### src/rtl/spi_buf_pkg.sv
// Shared types and defaults for the SPI frame buffer.
package spi_buf_pkg;

   // Buffer mode: collecting a frame, or replaying it downstream.
   typedef enum logic {
      FILL  = 1'b0,
      DRAIN = 1'b1
   } buf_state_t;

   localparam int DEF_EOF_CODE  = 256;
   localparam int DEF_IDLE_CODE = 0;
   localparam int STAT_W        = 16;

   // RAM address width; a single-entry RAM still needs one address bit.
   function automatic int addr_w(input int depth);
      return (depth > 1) ? $clog2(depth) : 1;
   endfunction

endpackage

### src/rtl/spi_frame_ram.sv
// Simple dual-port frame RAM: one write port, one registered read port.
module spi_frame_ram #(
   parameter int DATA_W = 9,
   parameter int DEPTH  = 256,
   parameter int AW     = 8
) (
   input  logic              clk,
   input  logic              wr_en,
   input  logic [AW-1:0]     wr_addr,
   input  logic [DATA_W-1:0] wr_data,
   input  logic              rd_en,
   input  logic [AW-1:0]     rd_addr,
   output logic [DATA_W-1:0] rd_data
);

   logic [DATA_W-1:0] mem [DEPTH];

   // Write port.
   always_ff @(posedge clk) begin
      if (wr_en) mem[wr_addr] <= wr_data;
   end

   // Registered read; rd_data holds its value while rd_en is low.
   always_ff @(posedge clk) begin
      if (rd_en) rd_data <= mem[rd_addr];
   end

endmodule

### src/rtl/spi_frame_buffer.sv
// Single-frame buffer between the SPI receiver and the servo command decoder.
// Collects words until EOF_CODE, then replays the frame on a valid/ready stream.
// Optional statistics counters enabled by defining SPI_FRAME_BUF_STATS_EN.
module spi_frame_buffer
   import spi_buf_pkg::*;
#(
   parameter int DATA_W    = 9,
   parameter int DEPTH     = 256,
   parameter int EOF_CODE  = DEF_EOF_CODE,
   parameter int IDLE_CODE = DEF_IDLE_CODE
) (
   input  logic                       clk,
   input  logic                       reset,
   input  logic                       in_valid,
   input  logic [DATA_W-1:0]          in_data,
   output logic                       in_ready,
   output logic                       out_valid,
   output logic [DATA_W-1:0]          out_data,
   output logic                       out_last,
   input  logic                       out_ready,
   output logic [$clog2(DEPTH+1)-1:0] frame_len,
   output logic                       busy,
   output logic                       overflow,
   output logic [STAT_W-1:0]          frame_cnt,
   output logic [STAT_W-1:0]          drop_cnt
);

   localparam int LEN_W = $clog2(DEPTH+1);
   localparam int AW    = addr_w(DEPTH);
   localparam logic [DATA_W-1:0] EOF_W   = DATA_W'(EOF_CODE);
   localparam logic [DATA_W-1:0] IDLE_W  = DATA_W'(IDLE_CODE);
   localparam logic [LEN_W-1:0]  DEPTH_L = LEN_W'(DEPTH);

   buf_state_t        state;
   logic [LEN_W-1:0]  rd_ptr;
   logic              rd_vld;   // RAM read register holds an unconsumed word
   logic              rd_last;  // that word is the frame's final one
   logic [DATA_W-1:0] rd_q;

   logic accept, is_idle, is_eof, wr_en, drop, start_drain;
   logic load_out, rd_en, end_frame;

   assign in_ready = (state == FILL);
   assign busy     = (state == DRAIN);

   // Handshake decode. The write pointer is the stored word count, so
   // frame_len doubles as the RAM write address.
   always_comb begin
      accept      = in_valid & (state == FILL);
      is_idle     = (in_data == IDLE_W);
      is_eof      = (in_data == EOF_W);
      wr_en       = accept & ~is_idle & ~is_eof & (frame_len < DEPTH_L);
      drop        = accept & ~is_idle & ~is_eof & (frame_len == DEPTH_L);
      start_drain = accept & is_eof & (frame_len != '0);
      // Output register takes the RAM word when empty or being consumed.
      load_out    = rd_vld & (~out_valid | out_ready);
      // Issue the next read only when the RAM register is free or emptying,
      // which keeps one word per cycle with out_ready held high.
      rd_en       = (state == DRAIN) & (rd_ptr < frame_len) & (~rd_vld | load_out);
      end_frame   = (state == DRAIN) & out_valid & out_ready & out_last;
   end

   spi_frame_ram #(
      .DATA_W (DATA_W),
      .DEPTH  (DEPTH),
      .AW     (AW)
   ) u_ram (
      .clk     (clk),
      .wr_en   (wr_en),
      .wr_addr (AW'(frame_len)),
      .wr_data (in_data),
      .rd_en   (rd_en),
      .rd_addr (AW'(rd_ptr)),
      .rd_data (rd_q)
   );

   // Mode FSM with pointers, output register and overflow flag.
   always_ff @(posedge clk) begin
      if (reset) begin
         state     <= FILL;
         frame_len <= '0;
         rd_ptr    <= '0;
         rd_vld    <= 1'b0;
         rd_last   <= 1'b0;
         out_valid <= 1'b0;
         out_data  <= '0;
         out_last  <= 1'b0;
         overflow  <= 1'b0;
      end else begin
         case (state)
            FILL: begin
               if (wr_en)       frame_len <= frame_len + LEN_W'(1);
               if (drop)        overflow  <= 1'b1;
               if (start_drain) state     <= DRAIN;
            end
            DRAIN: begin
               if (rd_en) begin
                  rd_ptr  <= rd_ptr + LEN_W'(1);
                  rd_last <= (rd_ptr == frame_len - LEN_W'(1));
               end
               rd_vld <= rd_en | (rd_vld & ~load_out);
               if (load_out) begin
                  out_valid <= 1'b1;
                  out_data  <= rd_q;
                  out_last  <= rd_last;
               end else if (out_ready) begin
                  out_valid <= 1'b0;
               end
               if (end_frame) begin
                  state     <= FILL;
                  frame_len <= '0;
                  rd_ptr    <= '0;
                  rd_vld    <= 1'b0;
                  out_valid <= 1'b0;
                  out_last  <= 1'b0;
               end
            end
            default: state <= FILL;
         endcase
      end
   end

`ifdef SPI_FRAME_BUF_STATS_EN
   // Wrapping frame and dropped-word counters.
   always_ff @(posedge clk) begin
      if (reset) begin
         frame_cnt <= '0;
         drop_cnt  <= '0;
      end else begin
         if (end_frame) frame_cnt <= frame_cnt + STAT_W'(1);
         if (drop)      drop_cnt  <= drop_cnt + STAT_W'(1);
      end
   end
`else
   assign frame_cnt = '0;
   assign drop_cnt  = '0;
`endif

endmodule
### config.mk
export PLATFORM = sky130hd
export DESIGN_NAME = spi_frame_buffer
export DESIGN_NICKNAME = d
export VERILOG_FILES = /design/src/rtl/spi_buf_pkg.sv /design/src/rtl/spi_frame_ram.sv /design/src/rtl/spi_frame_buffer.sv
export SDC_FILE = /design/constraint.sdc
export NUM_CORES = 2
export LEC_CHECK = 0
export CAP_MARGIN = 5
export CELL_PAD_IN_SITES_DETAIL_PLACEMENT = 0
export CELL_PAD_IN_SITES_GLOBAL_PLACEMENT = 1
export CORE_ASPECT_RATIO = 0.7
export CORE_UTILIZATION = 33
export CTS_CLUSTER_DIAMETER = 30
export DETAILED_ROUTE_END_ITERATION = 10
export GPL_ROUTABILITY_DRIVEN = 0
export GPL_TIMING_DRIVEN = 0
export PLACE_DENSITY = 0.56
export REMOVE_ABC_BUFFERS = 1
export SLEW_MARGIN = 20
export SYNTH_ARGS = -nofsm -noshare
export SYNTH_HDL_FRONTEND = slang
export SYNTH_SLANG_ARGS = --single-unit
### constraint.sdc
create_clock -name clk -period 7.2 [get_ports clk]
set_clock_uncertainty 0.1 [all_clocks]
set_input_delay 1.08 -clock clk [delete_from_list [all_inputs] [get_ports clk]]
set_output_delay 1.08 -clock clk [all_outputs]
set_load 0.02 [all_outputs]
# --- Word level (Yosys, flattened, before mapping) ---
# Memory sizes are Yosys's and may differ from the RTL's. A register that Yosys moved wholly into a read port is not among the register bits.
# Cells that the tools add are included.
classes:
  muxes: 16
  add_sub_neg: 3
  n_bitwise: 23
  n_reduce_logical: 12
  magnitude_cmp: 2
  eq_ne: 5
ops:
  columns: ["op", "n"]
  rows:
  - ["9-bit 2-to-1 mux", 4]
  - ["9-bit by 1-bit adder with 9-bit output, second input constant", 2]
  - ["9-bit equality test, second input constant", 2]
  - ["9-bit case mux with 2 select lines", 1]
  - ["1-bit AND", 14]
  - ["2-bit AND reduction", 7]
  - ["1-bit 2-to-1 mux", 10]
  - ["9-bit equality test", 1]
  - ["9-bit zero test", 1]
  - ["9-bit < comparator", 1]
  - ["9-bit < comparator, second input constant", 1]
  - ["9-bit nonzero test", 1]
  - ["9-bit by 1-bit subtractor with 9-bit output, second input constant", 1]
  - ["1-bit inverter", 6]
  - ["2-bit by 1-bit inequality test with 1-bit output, second input constant", 2]
  - ["2-bit nonzero test", 2]
  - ["1-bit OR", 3]
  - ["3-bit nonzero test", 1]
  - ["1-bit case mux with 2 select lines", 1]
word_totals:
  input_bits: 13
  n_memories: 1
  wordCells: 71
  regBits: 33
  ramBits: 2304
  output_inout_bits: 55
memory_table:
  columns: ["name", "words", "width", "read_ports", "rd_ports_with_merged_regs", "write_ports", "line", "rtl"]
  rows:
  - ["u_ram.mem", 256, 9, 1, 1, 1, "spi_frame_ram.sv:16", "logic [DATA_W-1:0] mem [DEPTH];"]

# --- Longest topological paths before layout ---
logic_depth:
  word_depth: 7
  mapped_depth: 17
  ltp_nobuf: 11

# --- By module ---
# Synthesis repeated with hierarchy kept, for this count alone.
hier_totals:
  cells_unflattened: 4492
  area_unflattened_um2: 91494.0
modules_own_cells:
  columns: ["module", "n_inst", "area_each_um2", "cells_each"]
  rows:
  - ["spi_frame_ram", 1, 89368.2, 4237]
  - ["spi_frame_buffer", 1, 2125.8, 255]

# --- Least setup slack after synthesis ---
# Ideal clock, no wire load.
synth_timing:
  path_kind: "flip-flop to flip-flop"
  start: "register rd_ptr[0]"
  end: "register u_ram.rd_data[0], read port of u_ram.mem, enable pin"
  arrival_time_ps: 2893
  setup_time_ps: 343
  synth_period_minus_slack_ps: 3336
  t_required_ps: 6757
  setup_slack_ps: 3864
  stages_incl_launch_ff: 16
  path_cell_list: "dfxtp_1 buf_6 buf_8 buf_6 buf_6 inv_1 buf_2 buf_1 ha_1 nor2b_1 o21a_1 o21a_1 o21ai_0 a21oi_1 or2_2 inv_1"
synth_between:
  elab_chain_len: 3
synth_lines:
  columns: ["element", "line", "rtl"]
  rows:
  - ["start: declaration", "spi_frame_buffer.sv:35", "logic [LEN_W-1:0] rd_ptr;"]
  - ["start signal: assignment", "spi_frame_buffer.sv:98", "rd_ptr <= rd_ptr + LEN_W'(1);"]
  - ["9-bit < comparator", "spi_frame_buffer.sv:59", "rd_en = (state == DRAIN) & (rd_ptr < frame_len) & (~rd_vld | load_out);"]
  - ["1-bit AND (2 in a row)", "spi_frame_buffer.sv:59", null]
  - ["via rd_en", "spi_frame_buffer.sv:41", "logic load_out, rd_en, end_frame;"]
  - ["end: declaration", "spi_frame_ram.sv:13", "output logic [DATA_W-1:0] rd_data"]
# The timed path passes the listed nets, and every way through them passes these cells.
# A chain may end at the register's enable or synchronous reset.

# --- Worst setup path after layout ---
layout_timing:
  start: "register rd_ptr[1]"
  end: "register u_ram.rd_data[6], read port of u_ram.mem (data pin)"
layout_between:
  elab_chain_len: 3
layout_lines:
  columns: ["element", "line"]
  rows:
  - ["9-bit < comparator", "spi_frame_buffer.sv:59"]
  - ["1-bit AND (2 in a row)", "spi_frame_buffer.sv:59"]
# Parallel ways exist; a longest one is shown, timed or not.

==> metrics.log <==
[metrics] Detail Route Antenna Nets: 0
[metrics] worst r2r dst: u_ram.rd_data[6]
[metrics] pin count of the biggest net entering global routing: 114
[metrics] worst hold-check path type: reg2reg
[metrics] Setup Crit Path Kind: reg2reg
[metrics] htree depth: 5
[metrics] switching share of power: 20.9%
[metrics] clock slew seen by the registers of the worst setup and hold paths: 0.05 ns
[metrics] post-DR vias/cell: 5.37
[metrics] placeable core area: 276000 sq um
[metrics] number of antenna violations at the first check in global routing: 28
[metrics] combined global-route utilization of all metal layers: 19.4%
[metrics] part of the power in combinational logic: 1.4%
[metrics] Synth Instances: 4387
[metrics] CP endpoint: u_ram.rd_data[6]
[metrics] fraction of synthesized cell area taken by the top area cell type: 75.6%
[metrics] Crit. Startpoint: rd_ptr[1]
[metrics] clock network latency to the later pin of the worst-skew pair: 0.86 ns
[metrics] required time of the worst setup path: 7.67 ns
[metrics] detailed-route wire length: 275000 um
[metrics] share of flip-flops with an asynchronous set or reset: 0%
[metrics] most used cell, CP: sky130_fd_sc_hd__buf_16
[metrics] Min Clock Period, post-route: 5.54 ns
[metrics] cell-internal power: 0.0265 W
[metrics] post-synth cell types: 72
[metrics] endpoint arrival time on the critical path: 6.01 ns
[metrics] vias in the first global route: 46700
[metrics] setup repair after global routing missed its margin: false
[metrics] height of the die: 443 um
[metrics] global route total overflow: 0
[metrics] predominant post-synthesis flop cell: sky130_fd_sc_hd__edfxtp_1
[metrics] die width: 633 um
[metrics] Max Clock Freq: 180 MHz
[metrics] # hold bufs at CTS: 0
[metrics] DRC violations left: 0
[metrics] cell area after layout: 110000 sq um
[metrics] setup total negative slack: 0 ns
[metrics] clock root buffer master: sky130_fd_sc_hd__clkbuf_16
[metrics] mean instance size in the synthesized netlist: 20.9 sq um
[metrics] Clk network pwr share: 53.8%
[metrics] Initial Util: 33.3%
[metrics] final count of pins violating max slew: 0
[metrics] cell with the largest stage delay on the worst path: sky130_fd_sc_hd__dfxtp_4
[metrics] pre-CTS worst setup slack: 0.873 ns
[metrics] worst voltage drop across the vdd grid: 0.000230 V
[metrics] element type at the critical path start: register
[metrics] number of standard-cell rows in the floorplan: 161
[metrics] Max Fanout on Critical Path: 44
[metrics] buffering stage count on the worst path with inverters included: 5
[metrics] Slew HR: 23.3%
[metrics] fraction of layout instances using a drive strength above 1: 26.8%
[metrics] ranking of synthesized cells by instance count: sky130_fd_sc_hd__edfxtp_1, sky130_fd_sc_hd__mux4_2, sky130_fd_sc_hd__nor2_1
[metrics] fin worst setup slack: 1.66 ns
[metrics] ordered list of cells on the worst path: buf_16 -> buf_12 -> buf_16 -> buf_16 -> and2_2 -> buf_16 -> a221oi_1 -> a221o_1 -> a21oi_1 -> nor3_1 -> a211oi_1 -> o21ai_0
[metrics] maximum root-to-sink buffer count: 4
[metrics] power share of the sequential group: 44.9%
[metrics] flop2flop setup slack: 1.66 ns
[metrics] HPWL after detailed placement: 170000 um
[metrics] number of flops mapped to enable cells by yosys: 2313
[metrics] proportion of synthesized chip area in sequential cells: 76.3%
[metrics] number of DRC markers after the initial detailed-route iteration: 5711
[metrics] slew at the pin with the worst max-slew slack: 1.12 ns
[metrics] routed len/inst: 32.0 um
[metrics] area of placed instances: 97800 sq um
[metrics] #FFs+latches synth: 2346
[metrics] biggest area consumer among synthesized cells: sky130_fd_sc_hd__edfxtp_1
[metrics] combined area of all synthesized cells: 91800 sq um
[metrics] first-pass GRT wire length: 381000 um
[metrics] Max-Cap Viols: 0
[metrics] Die ar.: 280000 sq um
[metrics] final setup violation count: 0
[metrics] largest cells by area after synthesis: sky130_fd_sc_hd__edfxtp_1, sky130_fd_sc_hd__mux4_2, sky130_fd_sc_hd__mux2i_1
[metrics] standby leakage power: 33.4 nW
[metrics] clock tree from TritonCTS: yes
[metrics] num ports: 68
[metrics] kind of end point of the critical path: register
[metrics] Worst Reg-to-Reg Cells: 12
[metrics] delay of the slowest cell on the worst path: 0.83 ns
[metrics] Final Net Count: 4660
[metrics] Hold Vio Cnt, Final: 0
[metrics] status: complete, no violations
[metrics] power per cell area: 304 nW/um^2
[metrics] post-CTS setup buffer count: 0
[metrics] delay-heaviest family, CP: compound AO/OA/AOI/OAI gates
[metrics] vias post-DR: 46200
[metrics] Final Cycle Share: 77.0%
[metrics] post-cts sizing count: 0
[metrics] Num CTS Buffers: 366
[metrics] dominant cell by count in the synthesized netlist: sky130_fd_sc_hd__edfxtp_1
[metrics] Synthesis Warnings: 0
[metrics] Port Buf Inserts: 35
[metrics] total net switching power: 0.00699 W
[metrics] clock sink count: 2346
[metrics] critical path depth: 12
[metrics] worst flop-to-flop path startpoint: rd_ptr[1]
[metrics] TritonRoute pass-1 iters: 6
[metrics] growth of design area from synthesis to finish: 20.1%
-- power by group through the flow --
stage           logic, W  clock network [W]  registers, W
3_3_place_gp    0.000392                  0        0.0155
2_1_floorplan  0.0000759                  0        0.0153
4_1_cts         0.000455             0.0182        0.0150
3_5_place_dp    0.000456                  0        0.0153
6_report        0.000453             0.0180        0.0150
5_1_grt         0.000478             0.0188        0.0150
-- flip-flops by register name, indices dropped and copies added (netlist names) --
| signal | cells |
|---|---|
| out_data | 9 |
| busy | 1 |
| frame_len | 9 |
| out_valid | 1 |
| overflow | 1 |
| rd_last | 1 |
| u_ram.mem | 2304 |
| u_ram.rd_data | 9 |
| out_last | 1 |
| rd_ptr | 9 |
| rd_vld | 1 |
-- logic make-up (layout without fill, tap and decap cells) --
logic type | after synthesis | count (layout) | synth area share (%)
buffers and inverters | 306 | 814 | 2.08
AO/OA/AOI/OAI | 371 | 371 | 2.80
multiplexers | 742 | 742 | 15.7
XOR/XNOR | 21 | 21 | 0.200
other | 1 | 37 | 0.00408
flip-flops | 2346 | 2346 | 76.3
AND/OR/NAND/NOR | 584 | 584 | 2.63
adder cells (fa/ha/maj) | 16 | 16 | 0.215
-- per-layer routing --
layer  GRT usage, %  share of wire (%)  vias up
met3           7.43                 11      402
met5              0             0.0029        -
met4           5.61                2.9        2
met1           28.4                 44    25000
li1               -                  -    18900
met2           26.8                 42     1933
-- worst min path at each step --
stage             from      end  depth (start not counted)
2_1_floorplan  rd_last  rd_last                          2
3_3_place_gp   rd_last  rd_last                          2
3_5_place_dp   rd_last  rd_last                          2
4_1_cts        rd_last  rd_last                          2
5_1_grt        rd_last  rd_last                          2
6_report       rd_last  rd_last                          2
-- layout by cell type (no fill, tap or decap), types with 38 or more instances in the layout --
cell	Yosys	routed
sky130_fd_sc_hd__clkbuf_16	0	372
sky130_fd_sc_hd__mux2i_1	180	180
sky130_fd_sc_hd__clkinv_2	0	47
sky130_fd_sc_hd__buf_16	0	64
sky130_fd_sc_hd__a221oi_1	53	52
sky130_fd_sc_hd__clkinv_1	2	38
sky130_fd_sc_hd__inv_6	0	39
sky130_fd_sc_hd__edfxtp_1	2313	2313
sky130_fd_sc_hd__o21ai_0	57	54
sky130_fd_sc_hd__nor2_1	338	321
sky130_fd_sc_hd__mux4_2	543	543
sky130_fd_sc_hd__a21oi_1	89	89
sky130_fd_sc_hd__bufinv_16	0	51
sky130_fd_sc_hd__nand2_1	137	120
-- stage by stage --
stage	hold WS (ns)	cells	util, %	total power, W
2_1_floorplan	0.325	4131	-	0.0154
3_3_place_gp	0.353	7833	34.5	0.0159
3_5_place_dp	0.352	7931	35.5	0.0158
4_1_cts	0.359	8593	40.0	0.0337
5_1_grt	0.386	8594	40.0	0.0343
6_report	0.367	8598	40.0	0.0335
-- area by class of cell --
cell class / count / area, sq um
clock inverters: 256 / 3030
fillers: 24200 / 165000
clock buffers: 406 / 9460
repair buffers: 133 / 2790
flip-flops and latches: 2346 / 70100
multi-input cells: 1766 / 20200
diodes: 5 / 12.5
inverters: 19 / 90.1
well taps: 3667 / 4590
-- worst reg2reg max path: cells and delay by family (launching register included) --
family	cells	cell delay, ns
AOI/OAI and AO/OA	5	2.09
and+or+nand+nor	2	0.73
buffers and inverters	5	1.50
DFF	1	0.83
Note: power is estimated with default switching activity, not from simulation.
